**config.mk**
```make
export PLATFORM = sky130hd
export DESIGN_NAME = hack_cpu_ctrl
export DESIGN_NICKNAME = d
export VERILOG_FILES = /design/src/rtl/hack_cpu_ctrl.sv
export SDC_FILE = /design/constraint.sdc
export NUM_CORES = 1
export LEC_CHECK = 0
export BUFFER_PORTS_ARGS = -buffer_cell sky130_fd_sc_hd__clkbuf_2
export CORE_UTILIZATION = 40
export CTS_BUF_LIST = sky130_fd_sc_hd__clkbuf_4 sky130_fd_sc_hd__clkbuf_8 sky130_fd_sc_hd__clkbuf_16
export DETAILED_ROUTE_END_ITERATION = 8
export MAX_ROUTING_LAYER = met4
export PLACE_DENSITY = 0.66
export SLEW_MARGIN = 20
export SYNTH_ARGS = -nofsm -noshare
export SYNTH_HDL_FRONTEND = slang
export SYNTH_SLANG_ARGS = --single-unit
```
**constraint.sdc**
```tcl
create_clock -name clk -period 2.3 [get_ports clk]
set_clock_uncertainty 0.1 [all_clocks]
set_input_delay 0.115 -clock clk [delete_from_list [all_inputs] [get_ports clk]]
set_output_delay 0.115 -clock clk [all_outputs]
set_load 0.005 [all_outputs]
```
**src/rtl/hack_cpu_ctrl.sv**
```systemverilog
// Multicycle control/register stage of a 16-bit Hack-style CPU: owns PC/A/D/IR, sequences
// fetch, optional M read, single-cycle ALU execute and optional M write over valid/ack handshakes.
module hack_cpu_ctrl #(
  parameter int              PC_W     = 15,
  parameter logic [PC_W-1:0] RESET_PC = '0
) (
  input  logic            clk,
  input  logic            rst,
  output logic            imem_req,
  output logic [PC_W-1:0] imem_addr,
  input  logic            imem_valid,
  input  logic [15:0]     imem_data,
  output logic            dmem_re,
  output logic            dmem_we,
  output logic [PC_W-1:0] dmem_addr,
  output logic [15:0]     dmem_wdata,
  input  logic [15:0]     dmem_rdata,
  input  logic            dmem_ack,
  output logic [15:0]     alu_x,
  output logic [15:0]     alu_y,
  output logic [5:0]      alu_ctrl,
  input  logic [15:0]     alu_o,
  input  logic            alu_zr,
  input  logic            alu_ng,
  output logic [15:0]     reg_a,
  output logic [15:0]     reg_d,
  output logic [PC_W-1:0] pc
);

  typedef enum logic [2:0] {
    S_FETCH  = 3'd0,
    S_DECODE = 3'd1,
    S_RDM    = 3'd2,
    S_EXEC   = 3'd3,
    S_WRM    = 3'd4
  } state_t;

  state_t          state, state_nxt;
  logic [PC_W-1:0] pc_q, pc_nxt;
  logic [15:0]     a_q, a_nxt;
  logic [15:0]     d_q, d_nxt;
  logic [15:0]     ir_q, ir_nxt;
  logic [15:0]     m_q, m_nxt;
  logic [PC_W-1:0] wa_q, wa_nxt;
  logic [15:0]     wd_q, wd_nxt;

  logic            is_c;
  logic            ir_a;
  logic [2:0]      ir_d;
  logic [2:0]      ir_j;
  logic [PC_W-1:0] pc_inc;
  logic [PC_W-1:0] a_addr;
  logic            jump_taken;

  assign is_c   = ir_q[15];
  assign ir_a   = ir_q[12];
  assign ir_d   = ir_q[5:3];
  assign ir_j   = ir_q[2:0];
  assign pc_inc = pc_q + PC_W'(1);
  // A is untouched until the EXEC edge, so a_q is always the instruction-start value here.
  assign a_addr = PC_W'(a_q);

  assign jump_taken = (ir_j[2] & alu_ng)
                    | (ir_j[1] & alu_zr)
                    | (ir_j[0] & ~alu_ng & ~alu_zr);

  always_ff @(posedge clk) begin
    if (rst) begin
      state <= S_FETCH;
      pc_q  <= RESET_PC;
      a_q   <= '0;
      d_q   <= '0;
      ir_q  <= '0;
      m_q   <= '0;
      wa_q  <= '0;
      wd_q  <= '0;
    end else begin
      state <= state_nxt;
      pc_q  <= pc_nxt;
      a_q   <= a_nxt;
      d_q   <= d_nxt;
      ir_q  <= ir_nxt;
      m_q   <= m_nxt;
      wa_q  <= wa_nxt;
      wd_q  <= wd_nxt;
    end
  end

  always_comb begin
    state_nxt = state;
    pc_nxt    = pc_q;
    a_nxt     = a_q;
    d_nxt     = d_q;
    ir_nxt    = ir_q;
    m_nxt     = m_q;
    wa_nxt    = wa_q;
    wd_nxt    = wd_q;
    case (state)
      S_FETCH: begin
        if (imem_valid) begin
          ir_nxt    = imem_data;
          state_nxt = S_DECODE;
        end
      end
      S_DECODE: begin
        if (!is_c) begin
          a_nxt     = {1'b0, ir_q[14:0]};
          pc_nxt    = pc_inc;
          state_nxt = S_FETCH;
        end else if (ir_a) begin
          state_nxt = S_RDM;
        end else begin
          state_nxt = S_EXEC;
        end
      end
      S_RDM: begin
        if (dmem_ack) begin
          m_nxt     = dmem_rdata;
          state_nxt = S_EXEC;
        end
      end
      S_EXEC: begin
        if (ir_d[2]) a_nxt = alu_o;
        if (ir_d[1]) d_nxt = alu_o;
        pc_nxt = jump_taken ? a_addr : pc_inc;
        if (ir_d[0]) begin
          wa_nxt    = a_addr;
          wd_nxt    = alu_o;
          state_nxt = S_WRM;
        end else begin
          state_nxt = S_FETCH;
        end
      end
      S_WRM: begin
        if (dmem_ack) state_nxt = S_FETCH;
      end
      default: state_nxt = S_FETCH;
    endcase
  end

  // Strobes decode purely from state, so reset or an ack edge drops them the next cycle.
  always_comb begin
    imem_req   = (state == S_FETCH);
    imem_addr  = pc_q;
    dmem_re    = (state == S_RDM);
    dmem_we    = (state == S_WRM);
    dmem_addr  = (state == S_RDM) ? a_addr : wa_q;
    dmem_wdata = wd_q;
    alu_x      = d_q;
    alu_y      = ir_a ? m_q : a_q;
    alu_ctrl   = ir_q[11:6];
  end

  assign reg_a = a_q;
  assign reg_d = d_q;
  assign pc    = pc_q;

endmodule

```
==> metrics.txt, run 1 <==
final worst path period need 2.079 ns; Final Hold Fails 0; Hold WC Path Type input pin to flop; GR Overflow Total 0; full die area 13700 um2; crit end category primary output; leakage power 3.037 nW; RSZ-0062 raised after global routing no; fmax slightly below 500 MHz; pre-CTS WS 0.3167 ns; Longest Clk Path Bufs 2; Site Rows a little over 40; HPWL Detailed approximately 11000 um; PnR Total Power 5.409 mW; Data required, critical path ~2.1 ns; Vias/cell ~5.2; Final Setup Violations 0; Yosys warnings 0; crit path DAT 1.86 ns; commonest non-fill, non-tap cell in the layout nand2_1; nets 904; final worst setup slack 0.2207 ns; Multi-input gate area 2510 um2; DR DRC count 0; initial DRC count 411; Critical Path Fanout Max 18; largest area contributor in the netlist dfxtp_1; sequential area share after synthesis 0.4272; Fillers 1160; # IOs roughly 190; Unique masters post-synth 51; post-synth top area share 0.4272; Post-synth EDFFs 0; Area Growth Syn to Fin 36.84%; top cells by area, synth dfxtp_1 43%, nand2_1 14%, a21oi_1 8.7%; number of buffers created by CTS 17; syn_area_per_cell 8.035 um2; CTS tree done; Slew @ Worst Pin around 0.74 ns; kind of critical path flop to primary output; WHS Path Cells 2; core area approximately 13000 um2; router iterations before antenna repair 5; Clock Latency Late Sink just over 0.4 ns; Max Cap Violations 0; n_diodes 0; Setup TNS 0 ns; total track usage 0.2550; Yosys reg bits 113; pwr dens 746.5 nW/um2; Post-Layout Inst Area slightly above 7000 um2; Starting Density 0.4145; total routed wirelength roughly 16000 um; vias in the first global route slightly below 5000; commonest non-fill, non-tap cells in the layout 195 x nand2_1, 186 x clkbuf_2, 112 x dfxtp_1; Startpoint Class flop; outcome finished clean; H-tree lvl count 4; Non-Filler Instances roughly 1000; Max VDD drop 463.3 uV; Cells after Synth roughly 660; Tcrit/Tclk final 0.9040; relative slew slack 0.5035; Max Transition Viols Final 0; routed via count around 5400; layout cells sized above 1 0.3202; Area after DPL 6092 um2; I/O Buffers 187; Sink Count roughly 110; Antenna Nets Post-Route 0; Async SR Flop Fraction 0; postcts setup bufs 0; Post-Syn Area 5295 um2; first-pass GRT wire length 25590 um; Die H 117.1 um; placed cells ~950; largest net degree at the start of global routing 74; clock slew at reported path FFs 0.05 ns; initial antenna violation count 0; die span in x 117.1 um; Most used DFF post-synth dfxtp_1; Synthesized Nets 714; Register Area ~2300 um2; CTS Root Cell clkbuf_16; routed len/inst 15.90 um; Worst R2R Path Depth 4; GP Congestion between 0.8 and 0.9
final cells by class:
class / count / area share
multi-input combinational: 455 / 0.3464
timing repair buffer: 251 / 0.2145
clock inverter: 9 / 0.02469
inverter: 11 / 0.005698
clock buffer: 23 / 0.06666
tap: 172 / 0.02970
sequential: 113 / 0.3124
power by group:
group | internal [mW] | switching, mW
sequential | 2.00 | 0.0826
combinational | 0.197 | 0.203
clock | 2.03 | 0.895
total | 4.23 | 1.18
worst max-delay path, cell delays in order, from the launching register on:
cell and delay, ns:
dfxtp_1 0.45, nor3b_4 0.23, buf_4 0.28, mux2_2 0.38, clkbuf_2 0.11
synthesized netlist by cell type, drive strengths merged, types with 5 or more instances:
library cell / n
a21oi: 93
clkbuf: 23
o32ai: 8
a311oi: 13
nand4: 5
buf: 57
o21ai: 7
nor3: 9
nand2: 195
dfxtp: 113
inv: 11
mux2i: 11
nor2: 26
nor2b: 5
nand3: 8
mux2: 30
state kept, by name, indices dropped and copies added (netlist names):
| register | cells |
|---|---|
| alu_x | 16 |
| dmem_wdata | 16 |
| ir_q | 16 |
| m_q | 16 |
| reg_a | 16 |
| imem_addr | 15 |
| wa_q | 15 |
| state | 3 |
logic make-up after synthesis:
logic type	count (synthesis)	synth area share
mux	41	0.08459
compound gates	141	0.1590
buf+inv	91	0.1002
flops	113	0.4272
fa+ha+maj	1	0.002363
simple gates	272	0.2266
routing by layer:
layer,GRT usage,up-vias,share of wire
li1,-,2607,-
met1,0.3098,2482,0.43
met2,0.4071,227,0.49
met3,0.05664,40,0.056
met4,0.1097,0,0.029
met5,-,-,0
per-stage QoR:
| step | hold WS, ns | util |
|---|---|---|
| floorplan | 0.1510 | - |
| global placement | 0.2421 | 0.4769 |
| detailed placement | 0.2454 | 0.4769 |
| CTS | 0.05299 | 0.5671 |
| global route | 0.08047 | 0.5672 |
| finish | 0.07347 | 0.5672 |
path summary, 6_finish.rpt:
check | startpoint | endpoint | slack [ns]
worst max register to register | state[0] | imem_addr[0] | 0.29
worst min-delay path | rst | wa_q[9] | 0.07
worst min register to register | m_q[11] | m_q[11] | 0.35
worst max-delay path | state[0] | dmem_addr[12] | 0.22
what timing repair did:
item | 4_1_cts | 5_1_grt
hold buffers | 49 | 0
endpoints found under the setup margin | 0 | 11
gates resized for setup | 0 | 1
hold endpoints to repair | 80 | 0
(Power assumes the default switching activity.)
==> inputs of run 2 (changes only) <==
ABC_AREA = 1   (was not set)
RECOVER_POWER = 50   (was not set)
SLEW_MARGIN = 5   (was 20)
==> metrics.txt, run 2 <==
Antenna Nets Post-Route 0 (unchanged); CTS Root Cell clkbuf_16; most numerous cell in the Yosys netlist nand2_1; post-synth top area share 0.4119 (-0.01528); Yosys reg bits 113 (unchanged); commonest non-fill, non-tap cell in the layout nand2_1; postcts setup bufs 0 (unchanged); Cells after Synth 788 (+20%); Startpoint Class flop; Longest Clk Path Bufs 2 (unchanged); routed via count 5812 (+8.5%); Max VDD drop 525.0 uV (+13%); final worst path period need 2.176 ns (+0.09683 ns); Max Cap Violations 0 (unchanged); largest area contributor in the netlist dfxtp_1; Post-synth EDFFs 0 (unchanged); full die area 14200 um2 (+3.6%); Vias/cell 5.019 (-3.1%); Max Transition Viols Final 0 (unchanged); # IOs 188 (unchanged); routed len/inst 14.88 um (-6.4%); Site Rows 42 (+2.4%); initial DRC count 323 (-21%); initial antenna violation count 0 (unchanged); top cells by area, synth dfxtp_1 41%, nand2_1 14%, nand3_1 8.7%; largest net degree at the start of global routing 40 (-46%); xor/xnor cell area share of the yosys netlist 0.001595 (+0.001595); clock slew at reported path FFs 0.06 ns (about the same); CTS tree done; Final Setup Violations 0 (unchanged); HPWL Detailed 11750 um (+6.8%); crit path DAT 1.96 ns (+0.10 ns); GR Overflow Total 0 (unchanged); total routed wirelength 17230 um (+4.8%); total track usage 0.2572 (+0.002195); Tcrit/Tclk final 0.9461 (+0.04210); top cells by count, synth 202 x nand2_1, 113 x dfxtp_1, 96 x nand3_1, 82 x a21oi_1, 63 x nor2_1; commonest non-fill, non-tap cells in the layout 203 x nand2_1, 146 x clkbuf_2, 113 x dfxtp_1; die span in x 119.2 um (+1.8%); final worst setup slack 0.1239 ns (-0.09683 ns); syn_area_per_cell 6.969 um2 (-13%); adder-cell share of the synthesized area 0.002278 (-0.00008453); I/O Buffers 187 (unchanged); relative slew slack 0.5611 (+0.05765); Final Hold Fails 0 (unchanged); Clock Latency Late Sink 0.42 ns (about the same); largest family of logic cells by synthesized area simple AND/OR/NAND/NOR gates; outcome finished clean; Data required, critical path 2.09 ns (about the same); pwr dens 789.4 nW/um2 (+5.7%); Critical Path Fanout Max 34 (+16); Fillers 1274 (+9.8%); vias in the first global route 5368 (+9.8%); number of buffers created by CTS 17 (unchanged); crit end category primary output; Async SR Flop Fraction 0 (unchanged); Compound-Gate Fraction of Synth Area 0.1488 (-0.01025); core area 13300 um2 (+4.1%); hold_ws 0.03960 ns (-0.03386 ns); Sink Count 113 (unchanged); Starting Density 0.4130 (-0.001493); DR DRC count 0 (unchanged); Synthesized Nets 843 (+18%); nets 1024 (+13%); Area Growth Syn to Fin 34.11%; Die H 119.2 um (+1.8%); first-pass GRT wire length 27520 um (+7.6%); router iterations before antenna repair 5 (unchanged); Hold WC Path Type input pin to flop; Unique masters post-synth 28 (-45%); layout cells sized above 1 0.2088 (-0.1114); Setup TNS 0 ns (unchanged); fmax 459.5 MHz (-4.4%); pre-CTS WS 0.4656 ns (+0.1489 ns); H-tree lvl count 4 (unchanged); RSZ-0062 raised after global routing yes; Yosys warnings 0 (unchanged); kind of critical path flop to primary output; multiplexer share of the synthesized area 0 (-0.08459); Slew @ Worst Pin 0.6567 ns (-0.08807 ns); sequential area share after synthesis 0.4119 (-0.01528); Post-Syn Area 5492 um2 (+3.7%); Synth Area in Simple Gates 0.3019 (+0.07528); GP Congestion 0.8182 (-6.5%); leakage power 3.158 nW (+4.0%); n_diodes 0 (unchanged); Most used DFF post-synth dfxtp_1
-- run 2: cell types whose count changed in the layout (fill, tap and decap cells not counted), moves of 8 or more --
cell / change
a211oi_1: +9
a21oi_1: -10
a311oi_1: -13
clkbuf_1: +41
clkbuf_2: -40
inv_1: +36
mux2_2: -30
mux2i_1: -11
nand2_1: +8
nand3_1: +89
nor2_1: +38
o21ai_0: +46
o32ai_1: -8
-- run 2: per-layer routing --
metal  part of all wire  global-route usage  wire [um]
met1               0.44              0.3176       7612
met2               0.48              0.4168       8327
met3              0.058             0.05029        995
met4              0.017             0.09177        291
met5                  0                   -          0
-- run 2: metrics by stage --
| stage | util | cells | instance area [um2] | power, mW |
|---|---|---|---|---|
| 3_5_place_dp | 0.4684 | 1077 | 6227 | 2.643 |
| 6_report | 0.5539 | 1158 | 7365 | 5.813 |
| 2_1_floorplan | - | 788 | 5492 | 2.407 |
| 5_1_grt | 0.5539 | 1158 | 7365 | 6.004 |
| 3_3_place_gp | 0.4684 | 1077 | 6227 | 2.643 |
| 4_1_cts | 0.5582 | 1158 | 7421 | 5.852 |
-- run 2: final timing paths --
path / from / endpoint / slack (ns) / depth (start not counted)
max: state[1] / dmem_addr[7] / 0.12 / 5
min: rst / ir_q[14] / 0.04 / 2
max reg2reg: state[0] / ir_q[15] / 0.30 / 7
min reg2reg: wa_q[1] / wa_q[1] / 0.36 / 2
-- run 2: power by group --
group	total, mW	leakage (nW)	switching, mW	internal, mW
clock network	3.15	0.337	0.966	2.18
logic	0.576	1.90	0.355	0.221
registers	2.09	0.916	0.0659	2.02
total	5.81	3.16	1.39	4.43
-- run 2: area by class of cell --
class | count | area (um2) | share of cell area
tap | 176 | 220.2 | 0.02990
inverter | 49 | 183.9 | 0.02497
timing repair buffer | 249 | 1498 | 0.2034
clock buffer | 19 | 446.7 | 0.06065
multi-input combinational | 539 | 2497 | 0.3391
clock inverter | 13 | 256.5 | 0.03483
sequential | 113 | 2262 | 0.3072
-- run 2: cells by family (layout without fill, tap and decap cells) --
group | count (synthesis) | count (layout)
flip-flops | 113 | 113
buffers and inverters | 136 | 330
AO/OA/AOI/OAI | 154 | 154
XOR/XNOR | 1 | 1
adder cells (fa/ha/maj) | 1 | 1
AND/OR/NAND/NOR | 383 | 383
-- run 2: critical path, stage by stage (launching register included) --
cell and delay [ns]:
dfxtp_1 0.38, inv_2 0.10, nor2_1 0.12, nand2_2 0.34
o21ai_0 0.42, clkbuf_2 0.18
-- run 2: timing repair --
| item | in CTS | in global routing |
|---|---|---|
| gates resized for setup | 0 | 1 |
| hold endpoints to repair | 68 | 0 |
| hold buffers | 49 | 0 |
| setup endpoints to repair | 0 | 5 |
